File: config.mk
export PLATFORM = sky130hd
export DESIGN_NAME = rv32i_multicycle_ctrl_flat
export DESIGN_NICKNAME = d
export VERILOG_FILES = /design/src/rtl/rv32i_pkg.sv /design/src/rtl/rv32i_multicycle_ctrl_if.sv /design/src/rtl/rv32i_opclass_dec.sv /design/src/rtl/rv32i_multicycle_ctrl.sv /design/src/flat_wrapper.sv
export SDC_FILE = /design/constraint.sdc
export NUM_CORES = 1
export LEC_CHECK = 0
export BUFFER_PORTS_ARGS = -buffer_cell sky130_fd_sc_hd__buf_2
export CAP_MARGIN = 20
export CORE_ASPECT_RATIO = 1.25
export CORE_MARGIN = 5
export CORE_UTILIZATION = 47
export DETAILED_ROUTE_END_ITERATION = 6
export MAX_ROUTING_LAYER = met4
export PLACE_DENSITY = 0.73
export SKIP_CTS_REPAIR_TIMING = 1
export SYNTH_ARGS = -nofsm -noshare
export SYNTH_HDL_FRONTEND = slang
export SYNTH_HIERARCHICAL = 1
export SYNTH_SLANG_ARGS = --single-unit
File: constraint.sdc
create_clock -name clk -period 4.3 [get_ports clk]
set_input_delay 0.215 -clock clk [delete_from_list [all_inputs] [get_ports clk]]
set_output_delay 0.215 -clock clk [all_outputs]
set_load 0.02 [all_outputs]
File: src/rtl/rv32i_pkg.sv
// Shared RV32I definitions: opcodes, control FSM states and datapath select codes.
package rv32i_pkg;

   localparam logic [6:0] OP_R      = 7'b0110011;
   localparam logic [6:0] OP_IMM    = 7'b0010011;
   localparam logic [6:0] OP_LOAD   = 7'b0000011;
   localparam logic [6:0] OP_STORE  = 7'b0100011;
   localparam logic [6:0] OP_BRANCH = 7'b1100011;
   localparam logic [6:0] OP_LUI    = 7'b0110111;
   localparam logic [6:0] OP_AUIPC  = 7'b0010111;
   localparam logic [6:0] OP_JAL    = 7'b1101111;
   localparam logic [6:0] OP_JALR   = 7'b1100111;
   localparam logic [6:0] OP_SYSTEM = 7'b1110011;

   typedef enum logic [2:0] {
      S_FETCH, S_DECODE, S_EXEC, S_MEM, S_WB, S_TRAP
   } state_t;

   typedef enum logic [1:0] {
      PC_PLUS4 = 2'd0, PC_IMM = 2'd1, PC_JALR = 2'd2
   } pc_src_t;

   typedef enum logic [1:0] {
      WB_ALU = 2'd0, WB_MEM = 2'd1, WB_PC4 = 2'd2
   } wb_sel_t;

   typedef enum logic [1:0] {
      TC_NONE = 2'd0, TC_ILLEGAL = 2'd1, TC_TIMEOUT = 2'd2, TC_ECALL = 2'd3
   } trap_cause_t;

   localparam int CL_R      = 0;
   localparam int CL_IMM    = 1;
   localparam int CL_LOAD   = 2;
   localparam int CL_STORE  = 3;
   localparam int CL_BRANCH = 4;
   localparam int CL_LUI    = 5;
   localparam int CL_AUIPC  = 6;
   localparam int CL_JAL    = 7;
   localparam int CL_JALR   = 8;
   localparam int CL_SYS    = 9;
   localparam int NCLS      = 10;

   typedef logic [NCLS-1:0] opclass_t;

endpackage

File: src/rtl/rv32i_multicycle_ctrl_if.sv
// Shared instruction/data memory port between control FSM and memory.
interface rv32i_multicycle_ctrl_if;
   logic mem_req;
   logic mem_we;
   logic addr_sel;
   logic mem_ready;

   modport master (output mem_req, output mem_we, output addr_sel,
                   input mem_ready);
   modport slave  (input mem_req, input mem_we, input addr_sel,
                   output mem_ready);
endinterface

File: src/rtl/rv32i_opclass_dec.sv
// Opcode to one-hot instruction class, plus legality flag.
module rv32i_opclass_dec
   import rv32i_pkg::*;
(
   input  logic [6:0] opcode,
   output opclass_t   cls,
   output logic       legal
);

   always_comb begin
      cls   = '0;
      legal = 1'b1;
      unique case (opcode)
         OP_R:      cls[CL_R]      = 1'b1;
         OP_IMM:    cls[CL_IMM]    = 1'b1;
         OP_LOAD:   cls[CL_LOAD]   = 1'b1;
         OP_STORE:  cls[CL_STORE]  = 1'b1;
         OP_BRANCH: cls[CL_BRANCH] = 1'b1;
         OP_LUI:    cls[CL_LUI]    = 1'b1;
         OP_AUIPC:  cls[CL_AUIPC]  = 1'b1;
         OP_JAL:    cls[CL_JAL]    = 1'b1;
         OP_JALR:   cls[CL_JALR]   = 1'b1;
         OP_SYSTEM: cls[CL_SYS]    = 1'b1;
         default:   legal          = 1'b0;
      endcase
   end

endmodule

File: src/rtl/rv32i_multicycle_ctrl.sv
// Multi-cycle RV32I main control FSM with shared memory port,
// retired-instruction counter and sticky trap.
module rv32i_multicycle_ctrl
   import rv32i_pkg::*;
#(
   parameter int MEM_TIMEOUT = 16,
   parameter int INSTRET_W   = 32
) (
   input  logic                    clk,
   input  logic                    rst,
   input  logic [6:0]              opcode,
   input  logic                    branch_taken,
   rv32i_multicycle_ctrl_if.master mem,
   output logic                    ir_we,
   output logic                    pc_we,
   output logic [1:0]              pc_src,
   output logic                    alu_src_a,
   output logic                    alu_src_b,
   output logic                    reg_we,
   output logic [1:0]              wb_sel,
   output logic                    trap,
   output logic [1:0]              trap_cause,
   output logic [INSTRET_W-1:0]    instret
);

   state_t      state, state_n;
   opclass_t    cls_q, dec_cls;
   logic        dec_legal;
   logic [7:0]  tcnt;
   logic        tmo;
   trap_cause_t cause_q, cause_n;
   logic        req, we, asel, retire;

   rv32i_opclass_dec u_dec (
      .opcode (opcode),
      .cls    (dec_cls),
      .legal  (dec_legal)
   );

   // limit hit only when this wait cycle also lacks ready
   assign tmo = (tcnt == 8'(MEM_TIMEOUT - 1)) && !mem.mem_ready;

   always_ff @(posedge clk) begin
      if (rst) state <= S_FETCH;
      else     state <= state_n;
   end

   always_comb begin
      state_n = state;
      cause_n = TC_NONE;
      unique case (state)
         S_FETCH: begin
            if (mem.mem_ready) state_n = S_DECODE;
            else if (tmo) begin
               state_n = S_TRAP;
               cause_n = TC_TIMEOUT;
            end
         end
         S_DECODE: begin
            if (!dec_legal) begin
               state_n = S_TRAP;
               cause_n = TC_ILLEGAL;
            end else if (dec_cls[CL_SYS]) begin
               state_n = S_TRAP;
               cause_n = TC_ECALL;
            end else state_n = S_EXEC;
         end
         S_EXEC: begin
            unique case (1'b1)
               cls_q[CL_BRANCH]: state_n = S_FETCH;
               cls_q[CL_LOAD],
               cls_q[CL_STORE]:  state_n = S_MEM;
               cls_q[CL_R], cls_q[CL_IMM], cls_q[CL_LUI],
               cls_q[CL_AUIPC], cls_q[CL_JAL],
               cls_q[CL_JALR]:   state_n = S_WB;
               cls_q[CL_SYS]: begin
                  state_n = S_TRAP;
                  cause_n = TC_ECALL;
               end
               default: begin
                  state_n = S_TRAP;
                  cause_n = TC_ILLEGAL;
               end
            endcase
         end
         S_MEM: begin
            if (mem.mem_ready)
               state_n = cls_q[CL_STORE] ? S_FETCH : S_WB;
            else if (tmo) begin
               state_n = S_TRAP;
               cause_n = TC_TIMEOUT;
            end
         end
         S_WB:    state_n = S_FETCH;
         default: state_n = S_TRAP;
      endcase
   end

   always_comb begin
      ir_we     = 1'b0;
      pc_we     = 1'b0;
      pc_src    = PC_PLUS4;
      asel      = 1'b0;
      req       = 1'b0;
      we        = 1'b0;
      alu_src_a = 1'b0;
      alu_src_b = 1'b0;
      reg_we    = 1'b0;
      wb_sel    = WB_ALU;
      retire    = 1'b0;
      unique case (state)
         S_FETCH: begin
            req   = 1'b1;
            ir_we = mem.mem_ready;
         end
         S_EXEC: begin
            alu_src_a = cls_q[CL_AUIPC] | cls_q[CL_JAL] | cls_q[CL_BRANCH];
            alu_src_b = !(cls_q[CL_R] | cls_q[CL_BRANCH]);
            if (cls_q[CL_BRANCH]) begin
               pc_we  = 1'b1;
               pc_src = branch_taken ? PC_IMM : PC_PLUS4;
               retire = 1'b1;
            end
         end
         S_MEM: begin
            req  = 1'b1;
            asel = 1'b1;
            we   = cls_q[CL_STORE];
            if (cls_q[CL_STORE] && mem.mem_ready) begin
               pc_we  = 1'b1;
               retire = 1'b1;
            end
         end
         S_WB: begin
            reg_we = 1'b1;
            pc_we  = 1'b1;
            retire = 1'b1;
            if (cls_q[CL_LOAD]) wb_sel = WB_MEM;
            else if (cls_q[CL_JAL] | cls_q[CL_JALR]) wb_sel = WB_PC4;
            if (cls_q[CL_JAL]) pc_src = PC_IMM;
            else if (cls_q[CL_JALR]) pc_src = PC_JALR;
         end
         default: ;
      endcase
      // an abandoned access must not leave any strobe high
      if (rst) begin
         ir_we  = 1'b0;
         pc_we  = 1'b0;
         req    = 1'b0;
         we     = 1'b0;
         reg_we = 1'b0;
         retire = 1'b0;
      end
   end

   assign mem.mem_req  = req;
   assign mem.mem_we   = we;
   assign mem.addr_sel = asel;
   assign trap_cause   = cause_q;

   always_ff @(posedge clk) begin
      if (rst) begin
         cls_q   <= '0;
         tcnt    <= '0;
         trap    <= 1'b0;
         cause_q <= TC_NONE;
         instret <= '0;
      end else begin
         if (state == S_DECODE) cls_q <= dec_cls;
         if (state_n != state || !req) tcnt <= '0;
         else tcnt <= tcnt + 8'd1;
         if (state_n == S_TRAP && state != S_TRAP) begin
            trap    <= 1'b1;
            cause_q <= cause_n;
         end
         if (retire) instret <= instret + INSTRET_W'(1);
      end
   end

endmodule

File: src/flat_wrapper.sv
// flat-port wrapper written by rule: the top's interface ports become plain ports
module rv32i_multicycle_ctrl_flat import rv32i_pkg::*;
#(
   parameter int MEM_TIMEOUT = 16,
   parameter int INSTRET_W   = 32
)
  (clk, rst, opcode, branch_taken, ir_we, pc_we, pc_src, alu_src_a, alu_src_b, reg_we, wb_sel, trap, trap_cause, instret, mem_mem_req, mem_mem_we, mem_addr_sel, mem_mem_ready);
  rv32i_multicycle_ctrl_if mem_i ();
  input  logic clk;
  input  logic rst;
  input  logic [6:0] opcode;
  input  logic branch_taken;
  output logic ir_we;
  output logic pc_we;
  output logic [1:0] pc_src;
  output logic alu_src_a;
  output logic alu_src_b;
  output logic reg_we;
  output logic [1:0] wb_sel;
  output logic trap;
  output logic [1:0] trap_cause;
  output logic [INSTRET_W-1:0] instret;
  output wire logic [$bits(mem_i.mem_req)-1:0] mem_mem_req;
  output wire logic [$bits(mem_i.mem_we)-1:0] mem_mem_we;
  output wire logic [$bits(mem_i.addr_sel)-1:0] mem_addr_sel;
  input wire logic [$bits(mem_i.mem_ready)-1:0] mem_mem_ready;
  assign mem_mem_req = mem_i.mem_req;
  assign mem_mem_we = mem_i.mem_we;
  assign mem_addr_sel = mem_i.addr_sel;
  assign mem_i.mem_ready = mem_mem_ready;
  rv32i_multicycle_ctrl #(.MEM_TIMEOUT(MEM_TIMEOUT), .INSTRET_W(INSTRET_W)) u_core (.clk(clk), .rst(rst), .opcode(opcode), .branch_taken(branch_taken), .mem(mem_i), .ir_we(ir_we), .pc_we(pc_we), .pc_src(pc_src), .alu_src_a(alu_src_a), .alu_src_b(alu_src_b), .reg_we(reg_we), .wb_sel(wb_sel), .trap(trap), .trap_cause(trap_cause), .instret(instret));
endmodule
Yosys cells after proc, flatten, opt, wreduce, memory -nomap -nowiden
Index checks and enable logic that the tools add are counted.

Bits in registers: 56. Logic and storage cells: 92. Output and inout bits: 47.

Mux-type cells: 48. Reduce and logical (&&, ||, !) cells: 14. Equal/unequal tests: 18. Bitwise operators: 4. $add $sub $neg: 2.

Operator list (count): $add 32x1->32 const B (1); $eq 7x7->1 const B (4); $mux 1 (26); $eq 7x6->1 const B (3); $mux 2 (10); $mux 3 (6); $pmux 3 s5 (1); $eq 7x5->1 const B (2); $reduce_or 10->1 (1); $pmux 3 s3 (1); $reduce_or 9->1 (1); $add 8x1->8 const B (1); $eq 8x4->1 const B (1); $pmux 2 s2 (2); $eq 7x2->1 const B (1); $eq 3x2->1 const B (2); $eq 3x3->1 const B (2); $pmux 2 s3 (1); $reduce_or 2->1 (3); $reduce_or 6->1 (1); $or 1x1->1 (4); $eq 3x1->1 const B (1); $logic_and 1x1->1 (3); $logic_not 1->1 (3); 5 further kinds (5).

Longest topological paths before layout
Word-level depth: 8. Gate-level depth with buffers: 9. Gate-level depth less buffers: 9.

Hierarchy
Netlist, hierarchy kept.

By module, submodules not included: rv32i_multicycle_ctrl (cells each 338, area each 2875.3 um2, instances 1); rv32i_opclass_dec (cells each 27, area each 142.6 um2, instances 1).

Least setup slack after synthesis
Ideal clock, no wire load.

Path type: in2reg. From: input opcode[2]. To: register u_core.tcnt[2]. Slack: 2.336 ns. Stages: 9. Data required time: 4.171 ns. Buffers on the path: 0. Arrival time: 1.835 ns. Cells stage by stage: nor2b_1 -> or3_2 -> a31oi_1 -> nand2b_1 -> a21oi_1 -> o21ai_1 -> o21a_1 -> o2111ai_2 -> nor2_1.

Word-level cells in the longest chain between the ends: 8. Elaborated cells on any way between the ends: 19.

RTL lines: from (decl) (line flat_wrapper.sv:11) `input logic [6:0] opcode;`; $eq 7x7->1, or another cell as far along (line rv32i_opclass_dec.sv:13) `unique case (opcode)`; $reduce_or 10->1 (no line) *; $mux 1 * (line rv32i_opclass_dec.sv:13); via u_core.dec_legal (line rv32i_multicycle_ctrl.sv:28) `logic dec_legal;`; $mux 3 * (line rv32i_multicycle_ctrl.sv:60) `if (!dec_legal) begin`; $pmux 3 s5 * (line rv32i_multicycle_ctrl.sv:51) `unique case (state)`; $ne 3x3->1 * (line rv32i_multicycle_ctrl.sv:170) `if (state_n != state || !req) tcnt <= '0;`; $logic_or 1x1->1 * (line rv32i_multicycle_ctrl.sv:170); $reduce_or 2->1 (no line) *; to (signal assigned) (line rv32i_multicycle_ctrl.sv:171) `else tcnt <= tcnt + 8'd1;`; to (decl) (line rv32i_multicycle_ctrl.sv:29) `logic [7:0] tcnt;`.

The timed path passes the listed nets; every way through them passes the cells marked *. A chain may end at the register's enable or synchronous reset.

Worst setup path after layout
From: register u_core.instret[4]. To: register u_core.instret[20].

Word-level cells in the longest chain between the ends: 1.

RTL lines: from (decl) (line rv32i_multicycle_ctrl.sv:23) `output logic [INSTRET_W-1:0] instret`; from (signal assigned) (line rv32i_multicycle_ctrl.sv:176) `if (retire) instret <= instret + INSTRET_W'(1);`; $add 32x1->32 (line rv32i_multicycle_ctrl.sv:176).

Every way passes these cells.

==> metrics.txt <==
largest fanout on the critical path 13; outcome completed; ANT nets after route 0; sw frac 26.25%; Antenna diodes 0; WL per Instance 12.92 um; CTS sink cnt 56; DR iter-0 viols 92; register area 1121 um^2; fillers ~630; Int Pwr 0.6937 mW; CTS Buf Count 5; CP most frequent cell nand4_1; Synth area leader dfxtp_1; die width 81.67 um; DR vias/cell 5.397; fin util 55.04%; first-pass GRT wire length 11.18 mm; Synth Area per Inst 8.268 um^2; slew margin rel. 31.34%; largest cells by area after synthesis dfxtp_1 (37%), xnor2_1 (7.3%), nor2_1 (7.2%); largest net degree at the start of global routing 55; Met3 Routed Length 275 um; Metal-1 WL 2.809 mm; final worst slack 2.015 ns; final hold vios 0; cell area after synthesis 3018 um^2; Net Sw Power between 0.2 and 0.25 mW; Seq/Total Area, Yosys 37.15%; GRT Overall Usage 17.29%; clock share of power 31.6%; CTS max path bufs 2; max cap viols 0; Pwr Density approximately 280 nW/um^2; clock slew at reported path FFs 0.10 ns; Synthesis Warnings 6; Routed WL ~6.4 mm; crit path capture type flop; Die H approximately 100 um; Primary FF master, synth dfxtp_1; largest family of logic cells by synthesized area simple AND/OR/NAND/NOR gates; TritonRoute pass-1 iters 4; Post-Synth Adder-Cell Area less than 1%; Min-Delay Endpoint u_core/cls_q[3]; P&R area growth vs syn 13.18%; VDD IR max 0.0001221 V; post-route non-filler standard cell count ~500; Layout Skew 0.007266 ns; slowest stage cell, crit path nand4_1; Flop pwr share between 50 and 60%; worst reg2reg setup slack roughly 2 ns; clk root buf clkbuf_8; std cell rows 32; area of the multi-input gates 1757 um^2; worst setup path class reg -> reg; min Tclk post-route between 2 and 2.5 ns; Reg-to-Reg End u_core/instret[20]; Max Slew Vio Count 0; Setup violations, final 0; Synth async-reset ratio 0%; Initial Util 48.63%; ratio of cells with drive above 1 in the final layout between 20 and 25%; max incr delay on CP 0.67 ns; reg2reg start u_core/instret[4]; GR Overflow Total 0; Die Area roughly 8100 um^2; I/O Buffers 57; EDFF count, synth 0; TNS Setup 0 ns; Synth top area share 37.15%; DR WL met2 3.286 mm; HP Class in -> reg; CTS tree yes; nets 426; vias post-DR 2,693; Synth Area in Compound Gates about an eighth; max layer used met4; fin crit share 53.15%; post-synth cell types 58; critical path cell sequence nand4_1 > nor2_2 > nand4_1 > or3_1 > a21oi_1; CP arrival 2.53 ns; Reg2Reg Depth 5; vias in the first global route around 2,500; Critical Path Start Type flop; initial antenna violation count 0; xor-xnor portion of the synthesized cell area 9.536%; Comb power frac 10.9%; RD Place Congestion 0.8992; syn nets 378; FF+latch count, synth 56; Worst Hold Depth 4; Final HPWL DP 4.713 mm; setup repair after global routing missed its margin false; Clock Latency Late Sink 0.30 ns; htree depth 2; core outline area 6206 um^2; Ports 58; Post-Synth Simple-Gate Area 35.57%; Critical Path RT 4.54 ns; Leakage 1.226 nW; Mapped Cells 365; Peak Freq 437.5 MHz; Setup WS pre-CTS about 2 ns; Hold Startpoint opcode[4]; mux contribution to synthesized area 0.3317%; worst slew pin tran 1.022 ns; cell count after placement 491; DRC 0
-- cells in the mapped netlist (all sizes together), types with 4 or more instances --
cell / instances
clkbuf: 9
nor3: 26
nor3b: 4
buf: 8
a31oi: 4
and3: 6
a21oi: 26
nor4: 12
nand4: 8
nand2: 36
inv: 12
xnor2: 26
or3: 9
nand2b: 4
xor2: 6
nand3: 17
nor2: 60
o21ai: 12
dfxtp: 56
-- how the worst max path moves through the flow --
stage / to / from
after detailed placement: u_core/tcnt[6] / opcode[2]
after floorplan: u_core/tcnt[2] / opcode[2]
after global routing: u_core/trap_cause[0] / u_core/state[0]
final: u_core/instret[20] / u_core/instret[4]
after CTS: u_core/instret[27] / u_core/state[0]
after global placement: u_core/tcnt[6] / opcode[2]
-- metrics by stage --
| stage | instance area (um^2) | hold slack, ns | power, mW |
|---|---|---|---|
| after CTS | 3416 | 0.2384 | 0.9561 |
| after detailed placement | 3322 | 0.4353 | 0.6558 |
| final | 3416 | 0.2543 | 0.9406 |
| after global routing | 3416 | 0.2893 | 0.9895 |
| after floorplan | 3018 | 0.3777 | 0.6315 |
| after global placement | 3322 | 0.4201 | 0.6545 |
-- power by group through the flow --
stage,clock [mW],sequential [mW],combinational [mW]
2_1_floorplan,0,0.550,0.0811
3_3_place_gp,0,0.553,0.101
6_report,0.298,0.541,0.102
4_1_cts,0.312,0.541,0.103
3_5_place_dp,0,0.553,0.103
5_1_grt,0.331,0.544,0.115
-- flip-flops by register name, indices dropped and copies added, names as in the netlist --
signal,count
u_core/cls_q,10
u_core/trap,1
u_core/instret,32
u_core/trap_cause,2
u_core/state,3
u_core/tcnt,8
-- area by class of cell --
class                           instances  area share, %
Multi-Input combinational cell        280          51.43
Inverter                               12          1.319
Clock inverter                          1         0.2198
Timing Repair Buffer                   58          8.571
Tap cell                               85          3.114
Clock buffer                            7          2.527
Sequential cell                        56          32.82
-- cell families (layout without fill, tap and decap cells) --
| family | after synthesis | in the layout |
|---|---|---|
| compound gates | 53 | 53 |
| xor+xnor | 32 | 32 |
| fa+ha+maj | 2 | 2 |
| buf+inv | 29 | 78 |
| flops | 56 | 56 |
| mux | 1 | 1 |
| simple gates | 192 | 192 |
-- cells in the final DEF (no fill, tap or decap), types with 7 or more instances in the layout --
master,netlist,routed
a21oi_1,24,24
buf_2,4,57
dfxtp_1,56,56
inv_1,11,11
nand2_1,36,36
nand3_1,16,16
nand4_1,7,7
nor2_1,58,58
nor3_1,15,15
nor3_2,10,10
o21ai_0,7,7
or3_1,7,7
xnor2_1,25,25
-- worst max-delay path: cells and delay by family (launching register included) --
kind | cells | cell delay, ns
flip-flops | 1 | 0.42
AO/OA/AOI/OAI | 1 | 0.14
AND/OR/NAND/NOR | 4 | 1.66
-- layer usage --
layer / vias up / global-route usage (%)
li1: 1364 / -
met1: 1266 / 19.94
met2: 56 / 30.43
met3: 7 / 2.899
met4: 0 / 4.731
met5: - / -
Power figures use the tool's default switching activity.
